$ cat src/rtl/o_serdes_tx.sv
// Parallel-to-serial transmitter: WIDTH-bit words in over valid/ready, one bit per CLK out on Q.
// Optional link-training pattern generator is enabled by defining O_SERDES_TX_TRAIN_EN.
module o_serdes_tx #(
    parameter int          WIDTH      = 8,
    parameter logic        IDLE_VALUE = 1'b0,
    parameter string       MSB_FIRST  = "FALSE"
`ifdef O_SERDES_TX_TRAIN_EN
    ,
    parameter logic [WIDTH-1:0] TRAIN_PATTERN = WIDTH'({5{2'b10}})
`endif
) (
    input  logic             CLK,
    input  logic             RST,
    input  logic [WIDTH-1:0] D,
    input  logic             D_VALID,
    output logic             D_READY,
    input  logic             OE_IN,
`ifdef O_SERDES_TX_TRAIN_EN
    input  logic             TRAIN,
`endif
    output logic             Q,
    output logic             OE_OUT,
    output logic             BUSY,
    output logic             UNDERRUN
);

    localparam int             CNT_W = $clog2(WIDTH);
    localparam logic [CNT_W-1:0] LAST  = CNT_W'(WIDTH - 1);
    localparam bit             MSB   = (MSB_FIRST == "TRUE");

    if (WIDTH < 3 || WIDTH > 10) begin : g_bad_width
        $error("Error: o_serdes_tx instance <%m> has parameter <WIDTH> set to <%0d>. Valid values are 3..10.", WIDTH);
    end
    if (MSB_FIRST != "TRUE" && MSB_FIRST != "FALSE") begin : g_bad_msb_first
        $error("Error: o_serdes_tx instance <%m> has parameter <MSB_FIRST> set to <%s>. Valid values are TRUE, FALSE.", MSB_FIRST);
    end

    typedef enum logic {IDLE, SHIFT} state_t;

    state_t           state, state_nxt;
    logic [CNT_W-1:0] cnt, cnt_nxt, cnt_inc;
    logic [WIDTH-1:0] sreg, sreg_nxt, load_word, load_ord;
    logic             q_p0, q_nxt;
    logic             und_p0, und_nxt;
    logic             oe_p0;
    logic             train_w, boundary, ready_int, load;

    // Words are stored in transmit order so the counter always indexes bit 0 first.
    function automatic logic [WIDTH-1:0] order_bits(input logic [WIDTH-1:0] w);
        logic [WIDTH-1:0] r;
        for (int i = 0; i < WIDTH; i++) begin
            r[i] = MSB ? w[WIDTH-1-i] : w[i];
        end
        return r;
    endfunction

`ifdef O_SERDES_TX_TRAIN_EN
    assign train_w   = TRAIN;
    assign load_word = TRAIN ? TRAIN_PATTERN : D;
`else
    assign train_w   = 1'b0;
    assign load_word = D;
`endif

    assign load_ord  = order_bits(load_word);
    assign cnt_inc   = cnt + 1'b1;
    assign boundary  = (state == IDLE) || (cnt == LAST);
    assign ready_int = boundary && !train_w;
    assign load      = boundary && (train_w || (D_VALID && ready_int));

    always_comb begin
        state_nxt = state;
        cnt_nxt   = cnt;
        sreg_nxt  = sreg;
        q_nxt     = q_p0;
        und_nxt   = 1'b0;
        if (load) begin
            state_nxt = SHIFT;
            cnt_nxt   = '0;
            sreg_nxt  = load_ord;
            q_nxt     = load_ord[0];
        end else if (state == SHIFT) begin
            if (cnt == LAST) begin
                state_nxt = IDLE;
                q_nxt     = IDLE_VALUE;
                und_nxt   = 1'b1;
            end else begin
                cnt_nxt = cnt_inc;
                q_nxt   = sreg[cnt_inc];
            end
        end else begin
            q_nxt = IDLE_VALUE;
        end
    end

    // Stage p0: serial bit, status and output-enable registers
    always_ff @(posedge CLK or posedge RST) begin
        if (RST) begin
            state  <= IDLE;
            cnt    <= '0;
            sreg   <= '0;
            q_p0   <= IDLE_VALUE;
            und_p0 <= 1'b0;
            oe_p0  <= 1'b0;
        end else begin
            state  <= state_nxt;
            cnt    <= cnt_nxt;
            sreg   <= sreg_nxt;
            q_p0   <= q_nxt;
            und_p0 <= und_nxt;
            oe_p0  <= OE_IN;
        end
    end

    assign D_READY  = ready_int && !RST;
    assign Q        = q_p0;
    assign OE_OUT   = oe_p0;
    assign BUSY     = (state == SHIFT);
    assign UNDERRUN = und_p0;

endmodule
$ cat config.mk
export PLATFORM = sky130hd
export DESIGN_NAME = o_serdes_tx
export DESIGN_NICKNAME = d
export VERILOG_FILES = /design/src/rtl/o_serdes_tx.sv
export SDC_FILE = /design/constraint.sdc
export NUM_CORES = 1
export LEC_CHECK = 0
export ABC_AREA = 1
export CORE_MARGIN = 5
export CORE_UTILIZATION = 50
export DETAILED_ROUTE_END_ITERATION = 16
export DONT_BUFFER_PORTS = 1
export SLEW_MARGIN = 20
export SYNTH_ARGS = -nofsm -noshare
export SYNTH_HDL_FRONTEND = slang
export SYNTH_SLANG_ARGS = --single-unit
$ cat constraint.sdc
create_clock -name CLK -period 3.65 [get_ports CLK]
set_input_delay 0 -clock CLK [delete_from_list [all_inputs] [get_ports CLK]]
set_output_delay 0 -clock CLK [all_outputs]
set_load 0.01 [all_outputs]
==> metrics.md <==
| Metric | Value |
|---|---|
| Outcome | finished clean |
| Leak Pwr | 0.000443 uW |
| CP delay by family, top | flip-flops |
| Flop-to-flop setup slack | 2.12 ns |
| Levels on crit path | 9 |
| H-tree depth | 1 |
| Final setup viols | 0 |
| Clock sinks | 15 |
| N_diodes | 0 |
| Max-Cap Viols | 0 |
| Max VDD drop | 0.364 mV |
| Initial Util | 54.5% |
| WL final | 1190 microns |
| Rows | 13 |
| TritonCTS clock tree | yes |
| Area growth syn-to-layout | 18.6% |
| CTS buffer count | 3 |
| Fin cells | 108 |
| Gpl congestion | 0.749 |
| Worst setup path start | cnt[0] |
| Max incr delay on CP | 0.45 ns |
| Final hold violation count | 0 |
| CTS clock-pin slew for the worst setup and hold paths | 0.09 ns |
| Crit path DAT | 1.71 ns |
| Io pins | 17 |
| Count leader, synth | nand2_1 |
| Least-Margin Pin Slew | 0.541 ns |
| GRT overflow | 0 |
| # placed instances | 93 |
| FMAX | 652 MHz |
| Number of global-route vias before repair | 487 |
| Post-CTS Setup Inserts | 0 |
| First-pass GRT wire length | 2080 microns |
| Critical path destination | sreg[2] |
| R2r startpoint | cnt[0] |
| Post-synth top area share | 51.6% |
| Power Density | 791 mW/mm^2 |
| Share of cells above drive strength 1 | 19.4% |
| Half-perimeter wire length after placement | 858 microns |
| Reg2Reg Depth | 9 |
| Final nets | 108 |
| Syn Area/Cell | 9.20 sq um |
| Crit share post-route | 42.0% |
| Post-Synthesis Cells | 79 |
| Period minus WS final | 1.53 ns |
| Worst Setup End Kind | flop |
| R2r endpoint | sreg[2] |
| Critical path peak fanout | 13 |
| Crit path cell chain | ha_1 -> ha_1 -> inv_2 -> nand2_4 -> inv_4 -> nor2_8 -> inv_1 -> nand2_1 -> nand2_1 |
| Crit path launch type | flop |
| Critical path's slowest cell | dfrtp_1 |
| Setup tns final | 0 ns |
| CP bufs+invs | 3 |
| WHS | 0.0502 ns |
| Crit path kind | reg -> reg |
| Later-pin clock latency in the skew report | 0.28 ns |
| Fin Clk Skew | 0.00249 ns |
| Post-synth EDFFs | 0 |
| Vias | 513 |
| IO Port Bufs | 0 |
| Net Count, Synth | 93 |
| Yosys top cell by area | dfrtp_1 |
| Most used flip-flop cell after synthesis | dfrtp_1 |
| Slew Viols, Final | 0 |
| Drt pass-1 iters | 4 |
| Antenna-violating nets left | 0 |
| Die Span X | 48.1 microns |
| Core area | 0.00133 sq mm |
| Vias per inst | 4.75 |
| Die ar. | 0.00232 sq mm |
| Hold crit path type | in -> out |
| Pin count of the biggest net entering global routing | 16 |
| Unrepaired setup endpoints after global routing | no |
| Top post-synthesis cells by count | 23 x nand2_1, 15 x dfrtp_1, 10 x inv_1, 7 x nand3_1, 6 x nand2_2 |
| Initial antenna violation count | 0 |
| Drt wl/cell | 11.0 microns |
| Number of synthesized register bits | 15 |
| Sequential fraction of the synthesis area | 51.6% |
| Netlist cell types | 15 |
| Post-Syn Area | 727 sq um |
| Req. time, crit path | 3.83 ns |
| Die height | 48.1 microns |
| Relative slew slack | 63.9% |
| Area contributors post-synth | dfrtp_1 52%, nand2_1 12%, inv_1 5.2%, nand2_2 5.2%, nand3_1 4.8% |
| Root buffer cell | clkbuf_4 |
| 1st-iter DRT viols | 5 |
| Clk buf depth | 2 |
| DRC Markers | 0 |
| Async set-reset flop share out of synthesis | 100% |
| All-layer global routing usage | 13.6% |
| Synthesis Warnings | 0 |
power breakdown:
part           leakage (uW)  internal (uW)  switching [uW]
Sequential         0.000182            239            43.9
Clock             0.0000150           42.4            51.0
Combinational      0.000246            127             179
registers in the layout (all words and copies together) (netlist names):
register / count
UNDERRUN: 1
sreg: 8
OE_OUT: 1
BUSY: 1
cnt: 3
Q: 1
per-stage QoR:
step	utilization, %	area [sq um]	setup WS, ns	power (uW)
after floorplan	-	727	2.25	544
after global placement	54.4	726	2.15	586
after detailed placement	54.4	726	2.11	588
after CTS	64.6	862	2.10	691
after global routing	64.6	862	1.97	755
final	64.6	862	2.12	682
cell families (layout without fill, tap and decap cells):
logic type	after synthesis	after routing	synth area share (%)
simple gates	42	42	28.2
compound gates	7	7	7.40
buf+inv	13	27	9.30
flops	15	15	51.6
fa+ha+maj	2	2	3.44
repair_timing:
item                                   4_1_cts  5_1_grt
endpoints found under the hold margin       27        0
resized for setup                            0        0
hold buffers                                11        0
layer usage:
metal	routed length [microns]	up-vias	global-route usage, %	part of all wire, %
li1	-	272	-	-
met1	567	221	17.6	48
met2	513	16	19.8	43
met3	79	4	3.32	6.7
met4	25	0	9.68	2.1
met5	0	-	0	0
worst min-delay path by stage:
stage | slack (ns) | to | from | cells after the start
floorplan | -0.1 | BUSY | RST | 1
global placement | -0.03 | BUSY | RST | 1
detailed placement | -0.04 | UNDERRUN | RST | 1
CTS | 0.05 | D_READY | RST | 1
global route | 0.06 | D_READY | RST | 1
finish | 0.05 | D_READY | RST | 1
final cells by class:
type | count | area (sq um)
inverters | 12 | 47.5
repair buffers | 11 | 110
fillers | 111 | 472
well taps | 15 | 18.8
flip-flops and latches | 15 | 375
clock buffers | 4 | 26.3
multi-input cells | 51 | 284
cells in the final DEF, fill, tap and decap left out:
cell,count
nand2_2,6
nand2_1,23
inv_1,10
nand2_4,1
inv_4,1
o21ai_0,2
nor2_8,1
clkbuf_4,3
nand3_1,7
ha_1,2
dfrtp_1,15
nor2_1,4
inv_2,1
clkbuf_1,1
a31o_2,1
dlygate4sd3_1,11
o21ai_2,4
(Power assumes the default switching activity.)
